==> config.mk <==
export PLATFORM = sky130hd
export DESIGN_NAME = vga_timing_gen
export DESIGN_NICKNAME = d
export VERILOG_FILES = /design/src/rtl/vga_pkg.sv /design/src/rtl/vga_axis_counter.sv /design/src/rtl/vga_timing_gen.sv
export SDC_FILE = /design/constraint.sdc
export NUM_CORES = 1
export LEC_CHECK = 0
export CAP_MARGIN = 25
export CORE_AREA = 2 2 51 77
export CTS_CLUSTER_SIZE = 10
export DETAILED_ROUTE_END_ITERATION = 10
export DIE_AREA = 0 0 53 79
export PLACE_DENSITY = 0.73
export SYNTH_ARGS = -nofsm -noshare
export SYNTH_HDL_FRONTEND = slang
export SYNTH_SLANG_ARGS = --single-unit
==> constraint.sdc <==
create_clock -name clk -period 2.1 [get_ports clk]
set_clock_uncertainty 0.05 [all_clocks]
set_input_delay 0.21 -clock clk [delete_from_list [all_inputs] [get_ports clk]]
set_output_delay 0.21 -clock clk [all_outputs]
set_load 0.01 [all_outputs]
==> src/rtl/vga_pkg.sv <==
`default_nettype none
// +----------------------------------------------------------------------------+
// | Module      : vga_pkg                                                      |
// | Description : Shared VGA timing constants (640x480 @ 60 Hz defaults) and a |
// |               helper that sizes position counters. Timing generators and   |
// |               pixel generators import this package.                        |
// | Revision    : 1.0  initial release                                         |
// +----------------------------------------------------------------------------+
package vga_pkg;

    // Default horizontal timing, in pixels.
    localparam int VGA_H_DISPLAY = 640;
    localparam int VGA_H_FRONT   = 16;
    localparam int VGA_H_SYNC    = 96;
    localparam int VGA_H_BACK    = 48;
    localparam int VGA_H_TOTAL   = VGA_H_DISPLAY + VGA_H_FRONT + VGA_H_SYNC + VGA_H_BACK;

    // Default vertical timing, in lines.
    localparam int VGA_V_DISPLAY = 480;
    localparam int VGA_V_FRONT   = 10;
    localparam int VGA_V_SYNC    = 2;
    localparam int VGA_V_BACK    = 33;
    localparam int VGA_V_TOTAL   = VGA_V_DISPLAY + VGA_V_FRONT + VGA_V_SYNC + VGA_V_BACK;

    // Both sync pulses are active-low in the standard 640x480 mode.
    localparam bit VGA_HSYNC_POL = 1'b0;
    localparam bit VGA_VSYNC_POL = 1'b0;

    localparam int VGA_CW          = 10;
    localparam int VGA_FRAME_CNT_W = 8;

    // Bits needed for a counter that runs 0..total-1.
    function automatic int vga_cw(input int total);
        return (total <= 2) ? 1 : $clog2(total);
    endfunction

endpackage : vga_pkg
`default_nettype wire

==> src/rtl/vga_axis_counter.sv <==
`default_nettype none
// +----------------------------------------------------------------------------+
// | Module      : vga_axis_counter                                             |
// | Description : One timing axis (horizontal or vertical). Counts 0..TOTAL-1  |
// |               while en is high and registers the sync level decoded from   |
// |               the next position so it lines up with pos.                   |
// | Ports       : clk, reset_n (sync, active-low), en (advance strobe)         |
// |               pos         - registered position                            |
// |               sync        - registered sync level (POL while in pulse)     |
// |               active_next - display-area flag for the next position        |
// |               wrap        - this edge takes pos from TOTAL-1 back to 0     |
// | Revision    : 1.0  initial release                                         |
// +----------------------------------------------------------------------------+
module vga_axis_counter #(
    parameter int DISPLAY = 640,
    parameter int FRONT   = 16,
    parameter int SYNC    = 96,
    parameter int BACK    = 48,
    parameter bit POL     = 1'b0,
    parameter int CW      = 10
) (
    input  logic          clk,
    input  logic          reset_n,
    input  logic          en,
    output logic [CW-1:0] pos,
    output logic          sync,
    output logic          active_next,
    output logic          wrap
);

    localparam int            TOTAL      = DISPLAY + FRONT + SYNC + BACK;
    localparam logic [CW-1:0] LAST       = CW'(TOTAL - 1);
    localparam logic [CW-1:0] DISP_END   = CW'(DISPLAY);
    localparam logic [CW-1:0] SYNC_FIRST = CW'(DISPLAY + FRONT);
    localparam logic [CW-1:0] SYNC_LAST  = CW'(DISPLAY + FRONT + SYNC - 1);

    logic [CW-1:0] pos_next;
    logic          sync_next;

    assign wrap = en && (pos == LAST);

    always_comb begin
        pos_next = pos;
        if (en) begin
            pos_next = wrap ? '0 : pos + CW'(1);
        end
    end

    // Decoding from pos_next (rather than pos) keeps the registered level
    // outputs in the same cycle as the registered position.
    assign active_next = (pos_next < DISP_END);
    assign sync_next   = ((pos_next >= SYNC_FIRST) && (pos_next <= SYNC_LAST)) ? POL : ~POL;

    always_ff @(posedge clk) begin
        if (!reset_n) begin
            pos  <= '0;
            sync <= ~POL;
        end else begin
            pos  <= pos_next;
            sync <= sync_next;
        end
    end

endmodule : vga_axis_counter
`default_nettype wire

==> src/rtl/vga_timing_gen.sv <==
`default_nettype none
// +----------------------------------------------------------------------------+
// | Module      : vga_timing_gen                                               |
// | Description : VGA raster timing generator. Produces pixel position, active |
// |               video flag, sync pulses, line/frame start pulses and a frame |
// |               counter. Everything advances only on pix_en strobes and all  |
// |               outputs are registered with zero relative skew.              |
// | Ports       : clk, reset_n (sync, active-low), pix_en (pixel strobe)       |
// |               pixel_x/pixel_y, video_on, hsync, vsync,                     |
// |               line_start, frame_start, frame_cnt                           |
// | Revision    : 1.0  initial release                                         |
// +----------------------------------------------------------------------------+
module vga_timing_gen
    import vga_pkg::*;
#(
    parameter int H_DISPLAY = VGA_H_DISPLAY,
    parameter int H_FRONT   = VGA_H_FRONT,
    parameter int H_SYNC    = VGA_H_SYNC,
    parameter int H_BACK    = VGA_H_BACK,
    parameter int V_DISPLAY = VGA_V_DISPLAY,
    parameter int V_FRONT   = VGA_V_FRONT,
    parameter int V_SYNC    = VGA_V_SYNC,
    parameter int V_BACK    = VGA_V_BACK,
    parameter bit HSYNC_POL = VGA_HSYNC_POL,
    parameter bit VSYNC_POL = VGA_VSYNC_POL,
    parameter int CW        = VGA_CW
) (
    input  logic                       clk,
    input  logic                       reset_n,
    input  logic                       pix_en,
    output logic [CW-1:0]              pixel_x,
    output logic [CW-1:0]              pixel_y,
    output logic                       video_on,
    output logic                       hsync,
    output logic                       vsync,
    output logic                       line_start,
    output logic                       frame_start,
    output logic [VGA_FRAME_CNT_W-1:0] frame_cnt
);

    logic h_active_next;
    logic h_wrap;
    logic v_active_next;
    logic v_wrap;
    logic frame_wrap;

    vga_axis_counter #(
        .DISPLAY (H_DISPLAY),
        .FRONT   (H_FRONT),
        .SYNC    (H_SYNC),
        .BACK    (H_BACK),
        .POL     (HSYNC_POL),
        .CW      (CW)
    ) u_h_axis (
        .clk         (clk),
        .reset_n     (reset_n),
        .en          (pix_en),
        .pos         (pixel_x),
        .sync        (hsync),
        .active_next (h_active_next),
        .wrap        (h_wrap)
    );

    // h_wrap already includes pix_en, so the vertical axis steps exactly
    // once per completed line.
    vga_axis_counter #(
        .DISPLAY (V_DISPLAY),
        .FRONT   (V_FRONT),
        .SYNC    (V_SYNC),
        .BACK    (V_BACK),
        .POL     (VSYNC_POL),
        .CW      (CW)
    ) u_v_axis (
        .clk         (clk),
        .reset_n     (reset_n),
        .en          (h_wrap),
        .pos         (pixel_y),
        .sync        (vsync),
        .active_next (v_active_next),
        .wrap        (v_wrap)
    );

    assign frame_wrap = h_wrap && v_wrap;

    // Pulses are recomputed every clk, so they last exactly one clk even
    // when pix_en is low in the following cycle.
    always_ff @(posedge clk) begin
        if (!reset_n) begin
            video_on    <= 1'b1;
            line_start  <= 1'b0;
            frame_start <= 1'b0;
            frame_cnt   <= '0;
        end else begin
            video_on    <= h_active_next && v_active_next;
            line_start  <= h_wrap;
            frame_start <= frame_wrap;
            if (frame_wrap) begin
                frame_cnt <= frame_cnt + VGA_FRAME_CNT_W'(1);
            end
        end
    end

endmodule : vga_timing_gen
`default_nettype wire

==> results.json, run 1 <==
{
  "ys_dominant_reg_cell": "dfxtp_1",
  "grt_pass1_vias": 1598,
  "syn-cell-area_um2": 1720,
  "final_cell_area_um2": 2400,
  "fmax_ghz": 0.523,
  "globalRouteMet1Util": 0.238,
  "drt_iter0_drc": 25,
  "cts.reportedPaths.clkPinSlew_ps": 70,
  "synth_cells": 199,
  "rows": 27,
  "die_w_um": 53,
  "arrival_ps": 2070,
  "endpoint_kind": "flip-flop",
  "synth-async-reset-ratio": 0,
  "holdWs_ps": 445,
  "routed_wl_um": 4170,
  "postCtsHoldBufs": 0,
  "finalCritPeriodShare": 0.910,
  "crit_required_ps": 2260,
  "diodes": 0,
  "gp_congestion": 0.880,
  "drv_cap": 0,
  "p_total_w": 0.00117,
  "synth_compound_area_frac": 0.129,
  "drive_gt1_frac": 0.160,
  "synth_top_family_by_area": "simple AND/OR/NAND/NOR gates",
  "maxSlewHeadroom": 0.704,
  "grt_pass1_wl_um": 6870,
  "clock-sinks": 33,
  "dr.pass1.iters": 4,
  "p_per_area_nw_per_um2": 486,
  "grtUsageTotal": 0.218,
  "pre_cts_ws_ps": -64.3,
  "initial_core_util": 0.485,
  "ir_drop_mv": 0.544,
  "syn_nets": 206,
  "synthSimpleGateAreaFrac": 0.300,
  "clk-insertion-delay-late_ps": 280,
  "htree_levels": 2,
  "antenna_found_initial": 0,
  "min_period_ps": 1910,
  "grt_max_degree": 20,
  "setup_viol": 0,
  "cp-start-kind": "flip-flop",
  "total_leakage_power_nw": 0.947,
  "avgSynthCellArea_um2": 8.65,
  "placed_area_um2": 2320,
  "die_y_um": 79,
  "final_cell_mix": "35 x clkdlybuf4s50_1, 33 x dfxtp_1, 31 x buf_4",
  "busiest_layer": "met2",
  "tritoncts": "yes",
  "drt-vias-per-instance": 5.56,
  "grt_use_met2": 0.381,
  "ys_ff_latch": 33,
  "maxSlewViolCount": 0,
  "cts_buffers": 5,
  "synth_edf_count": 0,
  "ctsResizeCount": 0,
  "p_switching_w": 0.000248,
  "io_buffers": 35,
  "clk_path_buf_depth": 2,
  "drc": 0,
  "setup_slack_ps": 188,
  "cts_root_buf": "clkbuf_8",
  "r2r_slack_ps": 190,
  "holdCritPathClass": "reg2reg",
  "postRouteAntennaNets": 0,
  "finalHoldViolations": 0,
  "mostFrequentLayoutCell": "clkdlybuf4s50_1",
  "internal_power_w": 0.000919,
  "critPathMaxFanout": 6,
  "vias": 1701,
  "die_area_um2": 4190,
  "comb_power_share": 0.049,
  "ys_seq_area_frac": 0.384,
  "worstSetupPathType": "reg2reg",
  "core_um2": 3550,
  "power.clock.fraction": 0.408,
  "globalRouteMet3Util": 0.0489,
  "grt_overflow_total": 0,
  "yosysWarnings": 0,
  "io_pins": 36,
  "synth_cell_types": 45,
  "synth_mux_area_frac": 0.0298,
  "area_growth_pct": 39.5,
  "status": "completed",
  "synthAdderAreaFrac": 0.0291,
  "synth_xor_area_frac": 0.0814,
  "tightest_slew_ps": 441,
  "fin_nets": 270,
  "p_sw_frac": 0.212,
  "wl_per_cell_um": 13.6,
  "rsz0062_at_grt": "no",
  "final_util": 0.677,
  "post-cts-setup-buffer-count": 0,
  "seqPwrFrac": 0.542,
  "dpl.hpwl_um": 3140
}
state kept, by name (all words and copies together), names as in the netlist:
signal	count
u_h_axis.pos	10
u_v_axis.pos	10
frame_cnt	8
frame_start	1
line_start	1
u_h_axis.sync	1
u_v_axis.sync	1
video_on	1
per-layer routing:
metal / share of wire / vias up
li1: - / 841
met1: 0.39 / 796
met2: 0.53 / 48
met3: 0.042 / 16
met4: 0.035 / 0
met5: 0 / -
cell families after synthesis:
kind of cell | Yosys count
AND/OR/NAND/NOR | 93
AO/OA/AOI/OAI | 33
flip-flops | 33
XOR/XNOR | 16
buffers and inverters | 15
multiplexers | 5
adder cells (fa/ha/maj) | 4
per-stage QoR:
step | cells | setup TNS (ps)
2_1_floorplan | 199 | 0
3_3_place_gp | 299 | 0
3_5_place_dp | 299 | -64.3
4_1_cts | 306 | 0
5_1_grt | 306 | 0
6_report | 306 | 0
synth_stat cells, types with 3 or more instances:
cell      number  share of area
or3_1          5          0.018
and3_1         8          0.029
mux2i_1        4          0.023
xor2_1         9          0.046
ha_1           4          0.029
and2_1         4          0.015
nor3_1         5          0.015
dfxtp_1       33           0.38
o211ai_1       3          0.013
clkbuf_1       4         0.0087
nor2b_1        3          0.011
a21oi_1       10          0.029
nor2_1        27          0.059
o21ai_0        5          0.015
xnor2_1        7          0.036
nand2_1       11          0.024
inv_1          5          0.011
nand3_1       10          0.029
nand4_1        9          0.033
worst paths after layout:
kind                         startpoint                        end  depth (start not counted)
max          u_v_axis.pos[0]$_SDFF_PN0_  frame_cnt[5]$_SDFFE_PN0P_                          7
min           frame_cnt[7]$_SDFFE_PN0P_  frame_cnt[7]$_SDFFE_PN0P_                          2
max reg2reg  u_v_axis.pos[0]$_SDFF_PN0_  frame_cnt[5]$_SDFFE_PN0P_                          7
min reg2reg   frame_cnt[7]$_SDFFE_PN0P_  frame_cnt[7]$_SDFFE_PN0P_                          2
layout make-up:
cell class | instances | area, um2
tap | 43 | 53.8
sequential | 33 | 661
multi-input combinational | 151 | 980
fill | 321 | 1140
timing repair buffer | 67 | 603
clock buffer | 7 | 86.3
inverter | 5 | 18.8
power groups by stage:
stage          Combinational [W]  Sequential, W  Clock, W
2_1_floorplan          0.0000192       0.000652         0
3_3_place_gp           0.0000572       0.000647         0
5_1_grt                0.0000632       0.000633  0.000508
6_report               0.0000575       0.000633  0.000477
3_5_place_dp           0.0000574       0.000647         0
4_1_cts                0.0000575       0.000633  0.000491
critical path, stage by stage, from the launching register on:
cell and delay, ps:
dfxtp_1 310, inv_1 50, ha_1 160, nand4_1 160, nor4_4 440, nand4_4 170, or3_1 370, a21oi_1 130
(Power assumes the default switching activity.)
==> run 2: changes to the inputs <==
Settings changed: CORE_AREA 2 2 51 77 to 2 2 50 75, DIE_AREA 0 0 53 79 to 0 0 52 77, SYNTH_HIERARCHICAL from default to 1.
==> results.json, run 2 <==
{
  "status": "finished, violations left",
  "violations": "negative setup slack",
  "drc": 0,
  "synth_top_family_by_area": "simple AND/OR/NAND/NOR gates",
  "synth-async-reset-ratio": 0,
  "globalRouteMet3Util": 0.0564,
  "grt_max_degree": 17,
  "tritoncts": "yes",
  "area_growth_pct": 63.8,
  "drv_cap": 0,
  "fin_cells": 314,
  "crit_path_top_delay_cell": "or4_4",
  "ys_seq_area_frac": 0.406,
  "synth_top_area_frac": 0.406,
  "syn_nets": 192,
  "place_inst": 291,
  "critPathBufInv": 1,
  "synth_cell_types": 51,
  "slowest_delay_ps": 490,
  "maxSlewViolCount": 0,
  "ys_ff_latch": 33,
  "fmax_ghz": 0.399,
  "yosys-top-cells-area": "dfxtp_1 41%, nand2_1 3.9%, nand4_1 3.5%",
  "die_area_um2": 4000,
  "crit_required_ps": 2210,
  "largestRegisters": "u_h_axis/pos x10, u_v_axis/pos x10, frame_cnt x8",
  "dpl.hpwl_um": 3360,
  "cts_buffers": 5,
  "cp-start-kind": "flip-flop",
  "setup_viol": 17,
  "tightest_slew_ps": 444,
  "routed_wl_um": 4910,
  "p_per_area_nw_per_um2": 438,
  "synthSimpleGateAreaFrac": 0.298,
  "maxSlewHeadroom": 0.703,
  "die_y_um": 77,
  "holdCritPathClass": "reg2reg",
  "finalCritPeriodShare": 1.19,
  "initial_core_util": 0.485,
  "gp_congestion": 0.897,
  "grt_pass1_vias": 1687,
  "clk-insertion-delay-late_ps": 290,
  "synth_commonest_cells": "33 x dfxtp_1, 17 x nand2_1, 14 x nor2_1",
  "min_period_ps": 2510,
  "die_w_um": 52,
  "ys_dominant_reg_cell": "dfxtp_1",
  "yosysWarnings": 6,
  "synth_cells": 185,
  "drt_iter0_drc": 53,
  "grt_pass1_wl_um": 7600,
  "antenna_found_initial": 0,
  "grtUsageTotal": 0.253,
  "core_um2": 3350,
  "drt-vias-per-instance": 5.55,
  "globalRouteMet1Util": 0.266,
  "vias": 1742,
  "io_pins": 36,
  "worstSetupPathType": "reg2reg",
  "cts.reportedPaths.clkPinSlew_ps": 60,
  "postCtsHoldBufs": 0,
  "postRouteAntennaNets": 0,
  "grt_overflow_total": 0,
  "synthAdderAreaFrac": 0.0308,
  "diodes": 0,
  "final_cell_mix": "38 x buf_4, 35 x clkdlybuf4s50_1, 31 x dfxtp_1",
  "final_util": 0.795,
  "cpLargestDelayFamily": "simple AND/OR/NAND/NOR gates",
  "synth_edf_count": 0,
  "total_leakage_power_nw": 1.01,
  "arrival_ps": 2620,
  "mostFrequentLayoutCell": "buf_4",
  "synth_mux_area_frac": 0.0131,
  "finalHoldViolations": 0,
  "rows": 26,
  "synth_xor_area_frac": 0.0538,
  "synth_most_common_cell": "dfxtp_1",
  "busiest_layer": "met2",
  "crit_top_cell": "nand2_1",
  "wl_per_cell_um": 15.6,
  "crit_path_cell_trace": "ha_4 -> nand4b_1 -> or4_4 -> clkinv_4 -> nand3_4 -> or3_4 -> a221oi_4 -> o21ba_1 -> nand2_1 -> nand2_1",
  "drive_gt1_frac": 0.324,
  "endpoint_kind": "flip-flop",
  "setup_slack_ps": -406,
  "dr.pass1.iters": 4,
  "ir_drop_mv": 0.359,
  "clk_path_buf_depth": 2,
  "grt_use_met2": 0.459,
  "synth_top_cell_by_area": "dfxtp_1",
  "rsz0062_at_grt": "yes",
  "syn-cell-area_um2": 1630,
  "cts_root_buf": "clkbuf_8",
  "htree_levels": 2,
  "synth_compound_area_frac": 0.171,
  "io_buffers": 35,
  "clock-sinks": 33,
  "fin_nets": 278,
  "avgSynthCellArea_um2": 8.79,
  "critPathMaxFanout": 3
}
-- run 2: path summary, 6_finish.rpt --
path,from,to,slack (ps),cells past startpoint
worst min-delay path,frame_cnt[7]$_SDFFE_PN0P_,frame_cnt[7]$_SDFFE_PN0P_,460,2
worst max register to register,u_h_axis/pos[0]$_SDFF_PN0_,video_on$_SDFF_PN1_,-410,10
worst max-delay path,u_h_axis/pos[0]$_SDFF_PN0_,video_on$_SDFF_PN1_,-410,10
worst min register to register,frame_cnt[7]$_SDFFE_PN0P_,frame_cnt[7]$_SDFFE_PN0P_,460,2
-- run 2: through the flow --
step / TNS, ps / setup WS [ps] / hold WS [ps] / area (um2) / power, W
after CTS: -4210 / -374 / 462 / 2500 / 0.00117
after global routing: -5120 / -459 / 482 / 2660 / 0.00121
after detailed placement: -7050 / -647 / 452 / 2280 / 0.000709
after floorplan: -1940 / -340 / 222 / 1660 / 0.000675
after global placement: -5670 / -539 / 416 / 2280 / 0.000708
final: -3950 / -406 / 458 / 2660 / 0.00117
-- run 2: what timing repair did --
| item | in CTS | in global routing |
|---|---|---|
| resized for setup | 20 | 28 |
| setup endpoints to repair | 15 | 20 |
| setup buffers | 6 | 11 |
| pin swaps | 8 | 12 |
| gates cloned | 0 | 0 |
-- run 2: area by class of cell --
type | instances | area [um2]
fillers | 213 | 687
flip-flops and latches | 33 | 668
multi-input cells | 141 | 1090
well taps | 42 | 52.6
clock buffers | 8 | 80.1
repair buffers | 81 | 734
inverters | 9 | 38.8
-- run 2: power by group --
| group | switching, W | total, W | internal, W |
|---|---|---|---|
| sequential | 0.00000777 | 0.000638 | 0.000630 |
| combinational | 0.0000319 | 0.0000636 | 0.0000317 |
| clock | 0.000230 | 0.000465 | 0.000235 |
| total | 0.000270 | 0.00117 | 0.000897 |
-- run 2: tightest hold or removal path: cells and delay by family, from the launching register on --
| kind | cells | cell delay [ps] |
|---|---|---|
| compound gates | 2 | 140 |
| flops | 1 | 320 |
-- run 2: kinds of logic (layout without fill, tap and decap cells) --
family / count (synthesis) / in the layout
compound gates: 41 / 41
fa+ha+maj: 4 / 4
simple gates: 84 / 84
buf+inv: 11 / 98
xor+xnor: 10 / 10
mux: 2 / 2
flops: 33 / 33
-- run 2: metal layers --
metal / part of all wire / wire length (um) / up-vias
li1: - / - / 853
met5: 0 / 0 / -
met2: 0.55 / 2710 / 40
met3: 0.034 / 165 / 12
met1: 0.39 / 1920 / 837
met4: 0.024 / 116 / 0
==> run 3: changes to the inputs <==
Settings changed: REMOVE_ABC_BUFFERS from default to 1.
==> results.json, run 3 (same netlist as run 2, synthesis figures left out) <==
{
  "status": "finished, violations left",
  "violations": "negative setup slack",
  "drive_gt1_frac": 0.302,
  "clock-sinks": 33,
  "grt_max_degree": 17,
  "drc": 0,
  "initial_core_util": 0.485,
  "postRouteAntennaNets": 0,
  "endpoint_kind": "flip-flop",
  "grt_pass1_wl_um": 7840,
  "clk_path_buf_depth": 2,
  "dpl.hpwl_um": 3520,
  "arrival_ps": 2540,
  "multi_input_area_um2": 1060,
  "cts_root_buf": "clkbuf_8",
  "cp-start-kind": "flip-flop",
  "tightest_slew_ps": 484,
  "die_area_um2": 4000,
  "dr.pass1.iters": 4,
  "highest_layer": "met4",
  "worstSetupPathType": "reg2reg",
  "wl_met3_um": 153,
  "min_period_ps": 2370,
  "setup-tns-final_ps": -2340,
  "drt_iter0_drc": 42,
  "finalHoldViolations": 0,
  "postCtsHoldBufs": 0,
  "crit_path_cell_trace": "ha_4 -> nand4b_1 -> or4_4 -> clkinv_4 -> buf_4 -> buf_4 -> nand4_4 -> or4_1 -> a21oi_1",
  "crit_top_cell": "buf_4",
  "cts_buffers": 5,
  "total_leakage_power_nw": 0.989,
  "rsz0062_at_grt": "yes",
  "finalCritPeriodShare": 1.13,
  "io_buffers": 35,
  "p_total_w": 0.00116,
  "setup_slack_ps": -273,
  "die_w_um": 52,
  "grt_overflow_total": 0,
  "fillers": 204,
  "htree_levels": 2,
  "largestRegisters": "u_h_axis/pos x10, u_v_axis/pos x10, frame_cnt x8",
  "fin_nets": 274,
  "gp_congestion": 0.884,
  "cpLargestDelayFamily": "simple AND/OR/NAND/NOR gates",
  "wl_met1_um": 1820,
  "diodes": 0,
  "io_pins": 36,
  "antenna_found_initial": 0,
  "area_growth_pct": 59.8,
  "crit_path_top_delay_cell": "or4_1",
  "grtUsageTotal": 0.260,
  "holdCritPathClass": "reg2reg",
  "setup_viol": 18,
  "grt_pass1_vias": 1723,
  "routed_wl_um": 5030,
  "critPathMaxFanout": 7,
  "tritoncts": "yes",
  "final_cell_mix": "35 x clkdlybuf4s50_1, 33 x buf_4, 31 x dfxtp_1",
  "rows": 26,
  "ir_drop_mv": 0.445,
  "slowest_delay_ps": 500,
  "die_y_um": 77,
  "wl_met2_um": 2850,
  "clk-insertion-delay-late_ps": 290,
  "maxSlewViolCount": 0,
  "wl_per_cell_um": 16.2,
  "mostFrequentLayoutCell": "clkdlybuf4s50_1",
  "core_um2": 3350,
  "seqCellArea_um2": 663,
  "drv_cap": 0,
  "maxSlewHeadroom": 0.673,
  "fmax_ghz": 0.421,
  "vias": 1752,
  "cts.reportedPaths.clkPinSlew_ps": 70,
  "p_per_area_nw_per_um2": 448,
  "crit_required_ps": 2260,
  "critPathBufInv": 3,
  "drt-vias-per-instance": 5.65
}
-- run 3: cell types whose count changed in the layout (fill, tap and decap cells not counted), moves of 3 or more --
cell,delta
a21oi_2,-3
nor2_1,-3
nor2_2,+3
a21oi_1,+3
buf_4,-5
-- run 3: area by class of cell --
cell class / instances / area share
Clock inverter: 2 / 0.00385
Tap cell: 42 / 0.0202
Timing Repair Buffer: 77 / 0.269
Multi-Input combinational cell: 141 / 0.409
Inverter: 9 / 0.0149
Sequential cell: 33 / 0.255
Clock buffer: 6 / 0.0279
-- run 3: tightest hold or removal path: cells and delay by family, from the launching register on --
family,cells,cell delay [ps]
compound gates,2,130
flops,1,320
-- run 3: repair_timing --
action / CTS / global route
pin swaps: 11 / 12
endpoints found under the setup margin: 18 / 18
buffers inserted: 5 / 6
resized for setup: 21 / 25
gates cloned: 0 / 0
-- run 3: report_power, final --
| group | switching [W] | leakage, nW | internal (W) | total (W) |
|---|---|---|---|---|
| Clock | 0.000234 | 0.0450 | 0.000229 | 0.000464 |
| Sequential | 0.00000775 | 0.267 | 0.000631 | 0.000639 |
| Combinational | 0.0000307 | 0.677 | 0.0000304 | 0.0000612 |
| Total | 0.000273 | 0.989 | 0.000891 | 0.00116 |
-- run 3: layer usage --
metal	track usage	up-vias
met5	0	-
met4	0.184	0
met3	0.0486	20
met2	0.462	56
met1	0.253	835
li1	-	841
-- run 3: final timing paths --
path	to	start	slack, ps	cells after the start
worst min register to register	frame_cnt[7]$_SDFFE_PN0P_	frame_cnt[7]$_SDFFE_PN0P_	450	2
worst max register to register	frame_cnt[7]$_SDFFE_PN0P_	u_h_axis/pos[1]$_SDFF_PN0_	-270	9
worst min-delay path	frame_cnt[7]$_SDFFE_PN0P_	frame_cnt[7]$_SDFFE_PN0P_	450	2
worst max-delay path	frame_cnt[7]$_SDFFE_PN0P_	u_h_axis/pos[1]$_SDFF_PN0_	-270	9
-- run 3: metrics by stage --
| step | setup WS (ps) | instances | cell area [um2] | hold slack, ps | util |
|---|---|---|---|---|---|
| 2_1_floorplan | -731 | 183 | 1620 | 222 | - |
| 3_3_place_gp | -533 | 294 | 2270 | 416 | 0.679 |
| 6_report | -273 | 310 | 2600 | 453 | 0.776 |
| 4_1_cts | -278 | 307 | 2480 | 436 | 0.741 |
| 5_1_grt | -417 | 310 | 2600 | 491 | 0.776 |
| 3_5_place_dp | -618 | 294 | 2270 | 427 | 0.679 |
